==> src/rtl/seven_seg_scanner.sv <==
// seven_seg_scanner: 3-digit hex 7-segment scan controller with blanking gaps,
// per-frame value snapshot and optional leading-zero suppression.
module seven_seg_scanner #(
    parameter int unsigned CLK_DIV      = 100000,
    parameter int unsigned BLANK_CYCLES = 1000,
    parameter bit          LZ_SUPPRESS  = 1'b1
) (
    input  logic        clk,
    input  logic        reset,
    input  logic        enable,
    input  logic [11:0] value,
    output logic [1:0]  sel,
    output logic [6:0]  seg,
    output logic        frame_start
);
    localparam int unsigned CMAX = (CLK_DIV > BLANK_CYCLES) ? CLK_DIV : BLANK_CYCLES;
    localparam int CW = $clog2(CMAX);

    typedef enum logic [1:0] {GAP, SHOW, OFF} state_t;

    state_t        state, state_n;
    logic [CW-1:0] cnt, cnt_n;
    logic [1:0]    digit, digit_n;
    logic [11:0]   shadow, shadow_n;
    logic [3:0]    nib;
    logic          blank;
    logic [1:0]    sel_n;
    logic [6:0]    seg_n;
    logic          fs_n;

    function automatic logic [6:0] hex7(input logic [3:0] h);
        case (h)
            4'h0: hex7 = 7'b1000000;
            4'h1: hex7 = 7'b1111001;
            4'h2: hex7 = 7'b0100100;
            4'h3: hex7 = 7'b0110000;
            4'h4: hex7 = 7'b0011001;
            4'h5: hex7 = 7'b0010010;
            4'h6: hex7 = 7'b0000010;
            4'h7: hex7 = 7'b1111000;
            4'h8: hex7 = 7'b0000000;
            4'h9: hex7 = 7'b0010000;
            4'hA: hex7 = 7'b0001000;
            4'hB: hex7 = 7'b0000011;
            4'hC: hex7 = 7'b1000110;
            4'hD: hex7 = 7'b0100001;
            4'hE: hex7 = 7'b0000110;
            default: hex7 = 7'b0001110;
        endcase
    endfunction

    // In GAP, digit holds the next digit to show; in SHOW, the current one.
    always_comb begin
        state_n  = state;
        cnt_n    = cnt + 1'b1;
        digit_n  = digit;
        shadow_n = shadow;
        fs_n     = 1'b0;
        if (!enable) begin
            state_n = OFF;
            cnt_n   = '0;
        end else begin
            case (state)
                OFF: begin
                    state_n = GAP;
                    cnt_n   = '0;
                    digit_n = 2'd0;
                end
                GAP: if (cnt == CW'(BLANK_CYCLES - 1)) begin
                    state_n = SHOW;
                    cnt_n   = '0;
                    if (digit == 2'd0) begin
                        shadow_n = value;
                        fs_n     = 1'b1;
                    end
                end
                default: if (cnt == CW'(CLK_DIV - 1)) begin
                    state_n = GAP;
                    cnt_n   = '0;
                    digit_n = (digit == 2'd2) ? 2'd0 : digit + 2'd1;
                end
            endcase
        end
        nib   = (digit_n == 2'd2) ? shadow_n[11:8] : (digit_n == 2'd1) ? shadow_n[7:4] : shadow_n[3:0];
        blank = LZ_SUPPRESS && ((digit_n == 2'd2 && shadow_n[11:8] == 4'h0) ||
                                (digit_n == 2'd1 && shadow_n[11:4] == 8'h00));
        sel_n = (state_n == SHOW) ? digit_n : 2'd3;
        seg_n = (state_n == SHOW && !blank) ? hex7(nib) : 7'h7F;
    end

    always_ff @(posedge clk or posedge reset) begin
        if (reset) begin
            state       <= GAP;
            cnt         <= '0;
            digit       <= 2'd0;
            shadow      <= '0;
            sel         <= 2'd3;
            seg         <= 7'h7F;
            frame_start <= 1'b0;
        end else begin
            state       <= state_n;
            cnt         <= cnt_n;
            digit       <= digit_n;
            shadow      <= shadow_n;
            sel         <= sel_n;
            seg         <= seg_n;
            frame_start <= fs_n;
        end
    end
endmodule

==> config.mk <==
export PLATFORM = sky130hd
export DESIGN_NAME = seven_seg_scanner
export DESIGN_NICKNAME = d
export VERILOG_FILES = /design/src/rtl/seven_seg_scanner.sv
export SDC_FILE = /design/constraint.sdc
export NUM_CORES = 1
export LEC_CHECK = 0
export CAP_MARGIN = 30
export CORE_ASPECT_RATIO = 1.5
export CORE_MARGIN = 3
export CORE_UTILIZATION = 45
export CTS_BUF_LIST = sky130_fd_sc_hd__clkbuf_8
export DETAILED_ROUTE_END_ITERATION = 16
export PLACE_DENSITY = 0.68
export SLEW_MARGIN = 20
export SYNTH_ARGS = -nofsm -noshare
export SYNTH_HDL_FRONTEND = slang
export SYNTH_SLANG_ARGS = --single-unit
==> constraint.sdc <==
create_clock -name clk -period 8.8 [get_ports clk]
set_input_delay 2.64 -clock clk [delete_from_list [all_inputs] [get_ports clk]]
set_output_delay 2.64 -clock clk [all_outputs]
set_load 0.02 [all_outputs]
==> impl_summary.md, run 1 <==
Worst setup path
The slowest library cell on the worst path is sky130_fd_sc_hd__clkdlybuf4s50_1. The largest incremental delay on the critical path is 560 ps. The maximum fanout along the worst path is 10. Counting both buffers and inverters, the worst setup path holds a total of 4. Among cell families on the critical path, the largest total delay comes from multiplexers. The endpoint arrival time on the critical path is 5960 ps. Walking the worst path, the cells encountered are clkdlybuf4s50_1 -> nor3b_1 -> nand2_1 -> nor4_4 -> buf_6 -> mux2i_1 -> mux2i_1 -> mux2_2 -> inv_1 -> ha_1 -> inv_1 -> mux4_2 -> nand2b_1. The slack of the worst reg-to-reg path is 5110 ps. The kind of launch point of the worst setup path is an input port.

The classification of the worst setup path is input port to flip-flop. The capturing element type of the critical path is a flip-flop. The data required time at the worst endpoint is 9020 ps.

Layout
The number of nets at the end of the flow is 272. In the final layout, the share of cells above drive strength 1 is 14.7%. The number of antenna diodes in the final layout is 0. Once layout is done, the placed cells without fillers occupy 2820 µm². The synthesis-to-finish area growth is 16.2%.

STA
After layout, the worst path uses 65.3% of the clock period. The total of endpoints with negative setup slack in the final report is 0. The total negative setup slack is 0 ps. The number of endpoints with negative hold slack in the final report is 0.

The relative slew slack is 59.4%. The clock period could shrink to 5750 ps. Static timing analysis puts the maximum clock frequency at 0.174 GHz. The number of slew-limit violations in the final report is 0.

Setup repair after global routing left no endpoint under its margin. On the final layout, the worst clock skew is 9.27 ps. At the pin with the least slew margin, the transition time is 607 ps.

Synth
The total nets after synthesis is 244. Yosys mapped the design onto 47 distinct sky130hd cell types. In the synthesized netlist, the number of instances is 222. Summing the sequential cell areas from Yosys gives 44.9% of the chip area. The cell area after synthesis is 2420 µm². The flip-flop and latch count after synthesis is 43. The yosys synthesis warning count is 0. A synthesized cell averages 10.9 µm².

Global route
The overall track demand over capacity in global routing is 17.4%. The via count of the first global-routing pass is 1739. The first global-routing pass estimated 8160 µm of wire. The total global routing overflow is 0.

The largest net degree at the start of global routing is 44. The number of antenna violations at the first check in global routing is 0.

Clocking
The maximum clock path buffer count is 2. The clock tree from TritonCTS is done. The cell at the root of the clock tree is sky130_fd_sc_hd__clkbuf_8. The number of buffers inserted by hold repair at cts is 0.

Clock-pin slew was measured on the worst setup and hold paths at 90 ps. The post-cts gate resize count is 0. Once the clock tree was built, the setup fixing pass inserted 0 buffers. The clock latency reported for the late side of the worst-skew pair is 300 ps. The count of H-tree levels built during CTS is 2. The number of buffers created by CTS is 5. The clock drives 43 sinks.

Pwr
In this run the power density over the cells is 123 nW/µm². The worst ir drop on vdd is 0.0768 mV. The standby leakage power is 1.16 nW.

Drt
The first detailed-routing pass took 4 iterations. The overall routed net length is 4920 µm. The number of routed nets with antenna violations is 0. The count of routing violations after the opening detailed-route iteration is 47. The number of remaining DRC errors is 0. Dividing the detail-routed via count by the number of cells gives 5.29. The detail-routed net length per standard cell is 15.4 µm. For this block, the via count after detailed routing is 1688.

Floorplanning
The initial utilization of the core area, before any placement, comes to 46.9%. The die extent in x is 65.9 µm. The count of standard-cell rows is 32. The die span in y is 95.9 µm.

The full die area is 6320 µm². The total I/O pin count is 25. The area of the core region is 5160 µm².

Place
In this run the cell area measured after placement is 2720 µm². Buffers placed on the I/O ports in this run total 24. At the end of routability-driven placement, the weighted congestion stood at 0.813. Detailed placement ended at an HPWL of 3660 µm.

Run status
The run finished with clean final reports.

Min path
The worst hold path class is flip-flop to flip-flop.

Flow run
The tool flagged a number of max-cap violations equal to 0.
## logic make-up (layout without fill, tap and decap cells)
| logic type | count (synthesis) | in the layout | synth area share [%] |
|---|---|---|---|
| buffers and inverters | 24 | 53 | 4.85 |
| multiplexers | 30 | 30 | 13.6 |
| AO/OA/AOI/OAI | 15 | 15 | 7.07 |
| XOR/XNOR | 16 | 16 | 5.78 |
| AND/OR/NAND/NOR | 87 | 87 | 20.2 |
| adder cells (fa/ha/maj) | 7 | 7 | 3.61 |
| flip-flops | 43 | 43 | 44.9 |
## path summary, 6_finish.rpt
| check | start | end | cells past startpoint |
|---|---|---|---|
| min reg2reg | cnt[0] | cnt[0] | 1 |
| min | cnt[0] | cnt[0] | 1 |
| max in group asynchronous | reset | seg[4] | 3 |
| max reg2reg | cnt[12] | seg[3] | 10 |
| min in group asynchronous | reset | cnt[12] | 3 |
| max | enable | seg[3] | 13 |
## where the power goes
part	internal, W	leakage [nW]	total [W]	switching (W)
Combinational	0.00000689	0.550	0.0000151	0.00000820
Sequential	0.000198	0.567	0.000199	0.000000460
Clock	0.0000627	0.0449	0.000132	0.0000695
## layout make-up
cell class | count | area, µm²
timing repair buffer | 26 | 259
clock buffer | 6 | 82.6
inverter | 19 | 71.3
tap | 68 | 85.1
multi-input combinational | 155 | 1220
clock inverter | 2 | 11.3
sequential | 43 | 1090
fill | 459 | 2350
## flip-flops by register name, summed over array words and instances (netlist names)
| register | flops |
|---|---|
| cnt | 17 |
| digit | 2 |
| frame_start | 1 |
| seg | 7 |
| sel | 2 |
| shadow | 12 |
| state | 2 |
## cell usage in the layout (no fill, tap or decap), drive strengths merged, types with 3 or more instances in the layout
cell,n
dfrtp,34
nor2,25
mux2i,24
clkdlybuf4s50,24
inv,18
nand2,17
nand3,10
xor2,9
dfstp,9
xnor2,7
ha,7
clkbuf,6
or4,5
mux2,5
nand4,4
nand2b,4
o221ai,4
and2,3
nor4,3
o211ai,3
o41ai,3
or2,3
## through the flow
step	hold WS (ps)	util (%)	worst slack, ps	instances	power (W)
after CTS	462	54.5	3040	319	0.000352
after floorplan	433	-	3560	222	0.000208
after global placement	445	52.5	2630	310	0.000218
final	458	54.5	3050	319	0.000346
after global routing	488	54.5	2780	319	0.000362
after detailed placement	450	52.7	2720	311	0.000218
## per-layer routing
metal,GRT usage (%),wire length (µm)
met1,20.0,2000
met3,2.80,106
met4,7.79,94
met2,31.3,2710
met5,0,0
## cells in the mapped netlist, drive strengths merged
cell     n  area (µm²)
ha       7        87.6
buf      4        42.5
nand2   17        63.8
a211oi   1        7.51
and4bb   1        12.5
o221ai   4        41.3
xnor2    7        61.3
clkbuf   1        3.75
nor4bb   1        10.0
dfstp    9         236
nand4b   1        8.76
o21ai    2        10.0
xor2     9        78.8
a21boi   1        7.51
and2     3        18.8
mux2i   24         240
and3     2        12.5
or2      3        21.3
nor3b    1        7.51
nor2    25        93.8
o41ai    3        41.3
a21oi    1        8.76
o211ai   3        55.1
and4     1        8.76
inv     19        71.3
dfrtp   34         851
mux4     1        22.5
nand3b   1        7.51
nand3   10        50.1
nand4    4        25.0
or4b     1        10.0
mux2     5        67.6
nor4     3        33.8
or4bb    2        22.5
or4      5        45.0
nor2b    2        12.5
nand2b   4        25.0
Power figures use the tool's default switching activity.
==> inputs of run 2 (changes only) <==
--- a/config.mk
+++ b/config.mk
@@ -11,7 +11,7 @@
 export CORE_UTILIZATION = 45
 export CTS_BUF_LIST = sky130_fd_sc_hd__clkbuf_8
 export DETAILED_ROUTE_END_ITERATION = 16
-export PLACE_DENSITY = 0.68
+export PLACE_DENSITY = 0.7
 export SLEW_MARGIN = 20
 export SYNTH_ARGS = -nofsm -noshare
 export SYNTH_HDL_FRONTEND = slang
==> constraint.sdc (replaced) <==
create_clock -name clk -period 5.28 [get_ports clk]
set_input_delay 1.584 -clock clk [delete_from_list [all_inputs] [get_ports clk]]
set_output_delay 1.584 -clock clk [all_outputs]
set_load 0.02 [all_outputs]
==> impl_summary.md, run 2 (synthesized netlist as in run 1, its figures left out) <==
Global route
The number of antenna violations at the first check in global routing is 0 (unchanged). The via count of the first global-routing pass is 1762 (was 1739). The wire length of the first global-routing pass is 8110 µm (was 8160 µm). The largest net degree at the start of global routing is 44 (unchanged). The overall track demand over capacity in global routing came to 17.3% (was 17.4%). The total global routing overflow came to 0 (unchanged).

Floorplanning
The count of standard-cell rows is 32 (unchanged). The area of the core region is 5160 µm² (unchanged). The starting density of the core is 46.9% (unchanged). The full die area was 6320 µm² (unchanged). The die extent in x is 65.9 µm (unchanged).

The total I/O pin count is 25 (unchanged). The die span in y is 95.9 µm (unchanged).

Clocking
The maximum clock path buffer count came to 2 (unchanged). The count of H-tree levels built during CTS is 2 (unchanged). The post-cts gate resize count is 0 (unchanged). The CTS clock-pin slew for the worst setup and hold paths is 80 ps (was 90 ps). The number of buffers inserted by hold repair at cts is 0 (unchanged). The number of buffers created by CTS is 5 (unchanged).

The cell at the root of the clock tree is sky130_fd_sc_hd__clkbuf_8 (unchanged). The setup fix buffers added after clock tree synthesis came to 0 (unchanged). The number of sinks driven by the clock tree is 43 (unchanged). The clock tree from TritonCTS was done (unchanged). The clock latency reported for the late side of the worst-skew pair is 290 ps (was 300 ps).

Place
The final weighted congestion in routability-driven placement came to 0.811 (was 0.813). The count of buffers from port buffering came to 24 (unchanged). The post-detailed-placement cell area was 2720 µm² (about the same). The detailed placer's ending HPWL is 3590 µm (was 3660 µm).

Pwr
The worst ir drop on vdd came to 0.125 mV (was 0.0768 mV). The standby leakage power was 1.18 nW (was 1.16 nW). The post-route total power is 0.000623 W (was 0.000346 W). The areal power density over the cells is 220 nW/µm² (was 123 nW/µm²).

Worst setup path
The slowest library cell on the worst path is sky130_fd_sc_hd__clkdlybuf4s50_1 (unchanged). The maximum fanout along the worst path was 15 (was 10). The kind of cell with the highest combined delay on the critical path is multiplexers (unchanged). The largest incremental delay on the critical path is 560 ps (about the same). The classification of the worst setup path is input port to flip-flop (unchanged). The data required time at the worst endpoint was 5490 ps (was 9020 ps). The kind of launch point of the worst setup path is an input port (unchanged).

Cells along the critical path: clkdlybuf4s50_1 -> nor3b_1 -> nand2_1 -> nor4_4 -> buf_4 -> mux2i_1 -> mux2i_1 -> mux2_2 -> inv_1 -> ha_1 -> inv_1 -> mux4_2 -> nand2b_1 (was clkdlybuf4s50_1 -> nor3b_1 -> nand2_1 -> nor4_4 -> buf_6 -> mux2i_1 -> mux2i_1 -> mux2_2 -> inv_1 -> ha_1 -> inv_1 -> mux4_2 -> nand2b_1). The endpoint arrival time on the critical path is 4660 ps (was 5960 ps). The capturing element type of the critical path is a flip-flop (unchanged). The count of buffer and inverter cells on the critical path is 4 (unchanged).

Layout
The register name with the most flops is cnt (unchanged). The most frequent standard cell in the layout excluding fill and tap cells is sky130_fd_sc_hd__dfrtp_1 (unchanged). The fraction of final layout cells sized beyond drive strength 1 came to 15.1% (was 14.7%). The flip-flop count of the largest register after layout is 17 (unchanged). The post-route cell area was 2840 µm² (was 2820 µm²). The synthesis-to-finish area growth came to 17.0% (was 16.2%). Most frequent cells in the layout: sky130_fd_sc_hd__dfrtp_1, sky130_fd_sc_hd__nor2_1, sky130_fd_sc_hd__mux2i_1, sky130_fd_sc_hd__clkdlybuf4s50_1, sky130_fd_sc_hd__inv_1 (unchanged).

The number of diodes added for antenna fixing is 0 (unchanged). Top flop regs: cnt x17, shadow x12, seg x7 (unchanged). The number of nets at the end of the flow was 272 (unchanged).

STA
The worst clock skew is 7.03 ps (was 9.27 ps). The relative slew slack is 62.8% (was 59.4%). The final worst hold slack was 464 ps (was 458 ps). The number of endpoints with negative hold slack in the final report is 0 (unchanged).

Setup repair after global routing missed its margin: no (unchanged). The final critical delay including setup and external delays is 4450 ps. The number of slew-limit violations in the final report is 0 (unchanged). The actual transition at the worst max-transition pin came to 551 ps (was 607 ps).

The fraction of the cycle the final worst path needs is 84.2%. The total negative setup slack is 0 ps (unchanged). The top achievable clock speed is 0.225 GHz. The total of endpoints with negative setup slack in the final report is 0 (unchanged).

Drt
The via count normalized by instance count is 5.23 (was 5.29). The vias after detailed routing came to 1667 (was 1688). The number of remaining DRC errors came to 0 (unchanged). The count of routing violations after the opening detailed-route iteration is 53 (was 47). The number of routed nets with antenna violations is 0 (unchanged).

The count of TritonRoute iterations in the first routing pass is 4 (unchanged). The detail-routed net length per standard cell is 15.0 µm (was 15.4 µm). The overall routed net length is 4800 µm (was 4920 µm).

Run status
Outcome: finished clean (unchanged).

Flow run
The number of max-capacitance violations reported is 0 (unchanged).

Min path
The worst hold path class is flip-flop to flip-flop (unchanged).
-- run 2: cell count changes in the layout (fill, tap and decap cells not counted), sizes merged --
cell	change
bufinv	+1
clkinvlp	-1
-- run 2: area by class of cell --
class	count	area, µm²
Fill cell	455	2330
Inverter	19	71.3
Clock buffer	6	82.6
Timing Repair Buffer	26	255
Sequential cell	43	1090
Tap cell	68	85.1
Multi-Input combinational cell	155	1220
Clock inverter	2	35.0
-- run 2: path summary, 6_finish.rpt --
path,from,end,slack (ps),cells after the start
setup / recovery,enable,seg[3],830,13
hold / removal,cnt[0],cnt[0],460,1
setup reg to reg,cnt[12],seg[3],1670,10
hold reg to reg,cnt[0],cnt[0],460,1
max in group asynchronous,reset,seg[4],3190,3
min in group asynchronous,reset,cnt[14],1720,3
-- run 2: power by group --
part | internal, W | total [W] | leakage (nW) | switching, W
clock | 0.000153 | 0.000267 | 0.0612 | 0.000114
combinational | 0.0000115 | 0.0000248 | 0.550 | 0.0000134
sequential | 0.000330 | 0.000331 | 0.567 | 0.000000860
-- run 2: per-stage QoR --
stage,utilization (%),worst slack (ps),cells
final,54.9,833,319
after global routing,54.9,545,319
after CTS,54.9,833,319
after detailed placement,52.6,525,311
after global placement,52.6,619,311
after floorplan,-,1100,222
-- run 2: worst register-to-register path, cell delays in order, from the launching register on --
cell,delay [ps]
sky130_fd_sc_hd__dfrtp_1,440
sky130_fd_sc_hd__or4_4,600
sky130_fd_sc_hd__or4_4,570
sky130_fd_sc_hd__o211ai_4,450
sky130_fd_sc_hd__mux2i_1,240
sky130_fd_sc_hd__mux2_2,240
sky130_fd_sc_hd__inv_1,100
sky130_fd_sc_hd__ha_1,290
sky130_fd_sc_hd__inv_1,50
sky130_fd_sc_hd__mux4_2,430
sky130_fd_sc_hd__nand2b_1,150
-- run 2: layer usage --
metal | part of all wire, % | vias up | wire length, µm | track usage [%]
li1 | - | 827 | - | -
met1 | 38 | 810 | 1840 | 18.5
met5 | 0 | - | 0 | 0
met3 | 2.3 | 8 | 112 | 2.80
met4 | 2.1 | 0 | 102 | 6.75
met2 | 57 | 22 | 2740 | 32.9
==> inputs of run 3 (changes only) <==
==> constraint.sdc (replaced) <==
create_clock -name clk -period 4 [get_ports clk]
set_input_delay 1.2 -clock clk [delete_from_list [all_inputs] [get_ports clk]]
set_output_delay 1.2 -clock clk [all_outputs]
set_load 0.02 [all_outputs]
==> impl_summary.md, run 3 (synthesized netlist as in run 1, its figures left out) <==
Worst setup path
The capturing element type of the critical path was a flip-flop (unchanged). The launch point of the worst reg-to-reg path is cnt[12] (unchanged). The largest incremental delay on the critical path was 470 ps (was 560 ps). The data required time at the worst endpoint is 4230 ps (was 5490 ps). The endpoint arrival time on the critical path is 3930 ps (was 4660 ps). The maximum fanout along the worst path is 10 (was 15). The slowest library cell on the worst path is sky130_fd_sc_hd__clkdlybuf4s50_1 (unchanged). The kind of launch point of the worst setup path is an input port (unchanged). Cells along the critical path: clkdlybuf4s50_1 -> nor3b_2 -> nand2_1 -> nor4_4 -> buf_12 -> mux2i_1 -> mux2i_1 -> mux2_2 -> inv_1 -> ha_1 -> inv_1 -> mux4_2 -> nand2b_1 (was clkdlybuf4s50_1 -> nor3b_1 -> nand2_1 -> nor4_4 -> buf_4 -> mux2i_1 -> mux2i_1 -> mux2_2 -> inv_1 -> ha_1 -> inv_1 -> mux4_2 -> nand2b_1). The classification of the worst setup path is input port to flip-flop (unchanged).

The start point of the critical path is enable (unchanged).

Drt
The number of remaining DRC errors was 0 (unchanged). The overall routed net length is 4930 µm (was 4800 µm). The vias after detailed routing was 1760 (was 1667).

The number of routed nets with antenna violations was 0 (unchanged). The via count normalized by instance count is 5.18 (was 5.23). The detail-routed net length per standard cell came to 14.5 µm (was 15.0 µm). The count of TritonRoute iterations in the first routing pass is 4 (unchanged). The count of routing violations after the opening detailed-route iteration is 63 (was 53).

Global route
The number of antenna violations at the first check in global routing is 0 (unchanged). The wire length of the first global-routing pass is 8630 µm (was 8110 µm). The overall track demand over capacity in global routing is 18.0% (was 17.3%).

The via count of the first global-routing pass is 1867 (was 1762). The total global routing overflow is 0 (unchanged). The largest net degree at the start of global routing was 27 (was 44).

Place
The post-detailed-placement cell area came to 2880 µm² (was 2720 µm²). The placement-stage worst setup slack was -114 ps (was 525 ps). The detailed placer's ending HPWL is 3850 µm (was 3590 µm). The count of buffers from port buffering is 24 (unchanged). The number of placed instances, taps included is 331 (was 311). The final weighted congestion in routability-driven placement is 0.834 (was 0.811).

Floorplanning
The full die area was 6320 µm² (unchanged). The die extent in x is 65.9 µm (unchanged). The count of standard-cell rows is 32 (unchanged). The die span in y was 95.9 µm (unchanged). The total I/O pin count is 25 (unchanged). The starting density of the core is 46.9% (unchanged). The area of the core region came to 5160 µm² (unchanged).

Clocking
The setup fix buffers added after clock tree synthesis is 0 (unchanged). The post-cts gate resize count was 0 (unchanged). The number of sinks driven by the clock tree is 43 (unchanged). The number of buffers inserted by hold repair at cts is 0 (unchanged). The clock tree from TritonCTS is done (unchanged). The cell at the root of the clock tree is sky130_fd_sc_hd__clkbuf_8 (unchanged). The number of buffers created by CTS is 5 (unchanged).

The maximum clock path buffer count is 2 (unchanged). The clock latency reported for the late side of the worst-skew pair came to 300 ps (was 290 ps). The CTS clock-pin slew for the worst setup and hold paths is 80 ps (about the same). The count of H-tree levels built during CTS is 2 (unchanged).

STA
The fraction of the cycle the final worst path needs is 92.5%. The final worst hold slack was 473 ps (was 464 ps). The worst clock skew is 4.25 ps (was 7.03 ps).

The total of endpoints with negative setup slack in the final report is 0 (unchanged). The relative slew slack is 64.4% (was 62.8%). Counting I/O delays and the setup requirement, the final critical path takes 3700 ps.

The number of slew-limit violations in the final report is 0 (unchanged). The actual transition at the worst max-transition pin was 528 ps (was 551 ps). The post-layout worst setup margin was 300 ps (was 833 ps). The top achievable clock speed is 0.270 GHz.

Setup repair after global routing missed its margin: no (unchanged). The number of endpoints with negative hold slack in the final report is 0 (unchanged).

Layout
The synthesis-to-finish area growth is 23.1% (was 17.0%). Most frequent cells in the layout: sky130_fd_sc_hd__dfrtp_1, sky130_fd_sc_hd__nor2_1, sky130_fd_sc_hd__mux2i_1, sky130_fd_sc_hd__clkdlybuf4s50_1, sky130_fd_sc_hd__buf_4 (was sky130_fd_sc_hd__dfrtp_1, sky130_fd_sc_hd__nor2_1, sky130_fd_sc_hd__mux2i_1, sky130_fd_sc_hd__clkdlybuf4s50_1, sky130_fd_sc_hd__inv_1). The flip-flop count of the largest register after layout is 17 (unchanged). The post-layout instance count excluding filler cells is 340 (was 319). The number of nets at the end of the flow came to 293 (was 272). The register name with the most flops is cnt (unchanged). The fraction of final layout cells sized beyond drive strength 1 is 22.1% (was 15.1%). The number of diodes added for antenna fixing came to 0 (unchanged). Top flop regs: cnt x17, shadow x12, seg x7 (unchanged).

The number of inserted filler cells in the final layout is 450 (was 455). The most frequent standard cell in the layout excluding fill and tap cells is sky130_fd_sc_hd__dfrtp_1 (unchanged). The post-route cell area is 2980 µm² (was 2840 µm²).

Run status
Outcome: finished clean (unchanged).

Pwr
The standby leakage power was 1.27 nW (was 1.18 nW). The worst ir drop on vdd is 0.127 mV (was 0.125 mV). The areal power density over the cells came to 250 nW/µm² (was 220 nW/µm²).

Flow run
The number of max-capacitance violations reported was 0 (unchanged).

Min path
The origin of the worst min-delay path is cnt[0] (unchanged). The worst hold path class is flip-flop to flip-flop (unchanged).
run 3: cell count changes in the layout (fill, tap and decap cells not counted):
cell	previous run	this run
sky130_fd_sc_hd__nor3b_2	0	1
sky130_fd_sc_hd__clkbuf_8	6	5
sky130_fd_sc_hd__clkinv_2	1	3
sky130_fd_sc_hd__buf_8	0	1
sky130_fd_sc_hd__buf_12	0	1
sky130_fd_sc_hd__buf_4	2	21
sky130_fd_sc_hd__nor3b_1	1	0
sky130_fd_sc_hd__bufinv_16	1	0
run 3: area by class of cell:
| class | instances | area, µm² | area share (%) |
|---|---|---|---|
| clock buffer | 5 | 68.8 | 2.31 |
| clock inverter | 3 | 15.0 | 0.503 |
| inverter | 19 | 71.3 | 2.39 |
| multi-input combinational | 155 | 1220 | 41.0 |
| sequential | 43 | 1090 | 36.4 |
| tap | 68 | 85.1 | 2.85 |
| timing repair buffer | 47 | 433 | 14.5 |
run 3: power breakdown:
part	leakage [nW]	internal [W]	switching (W)	total, W
clock network	0.0477	0.000120	0.000153	0.000272
logic	0.660	0.0000177	0.0000180	0.0000358
registers	0.567	0.000436	0.00000118	0.000437
total	1.27	0.000574	0.000172	0.000746
run 3: final timing paths:
check	to	slack (ps)	cells past startpoint
worst min register to register	cnt[0]	470	1
max in group asynchronous	seg[3]	2110	4
worst min-delay path	cnt[0]	470	1
worst max register to register	seg[3]	530	10
min in group asynchronous	cnt[15]	1130	2
worst max-delay path	seg[3]	300	13
run 3: metal layers:
| layer | wire length [µm] | global-route usage, % | vias up | part of all wire, % |
|---|---|---|---|---|
| met5 | 0 | 0 | - | 0 |
| li1 | - | - | 864 | - |
| met3 | 98 | 3.04 | 6 | 2.0 |
| met4 | 80 | 7.09 | 0 | 1.6 |
| met2 | 2790 | 34.1 | 18 | 57 |
| met1 | 1960 | 19.2 | 872 | 40 |
run 3: metrics by stage:
step	setup TNS, ps	utilization (%)	total power, W
after floorplan	0	-	0.000458
after global placement	-148	55.8	0.000481
after detailed placement	-201	55.8	0.000481
after CTS	0	57.4	0.000757
after global routing	0	57.8	0.000782
final	0	57.8	0.000746
run 3: critical path: cells and delay by family:
kind	cells	cell delay (ps)
adder cells (fa/ha/maj)	1	130
buffers and inverters	4	780
AND/OR/NAND/NOR	4	670
multiplexers	4	1150
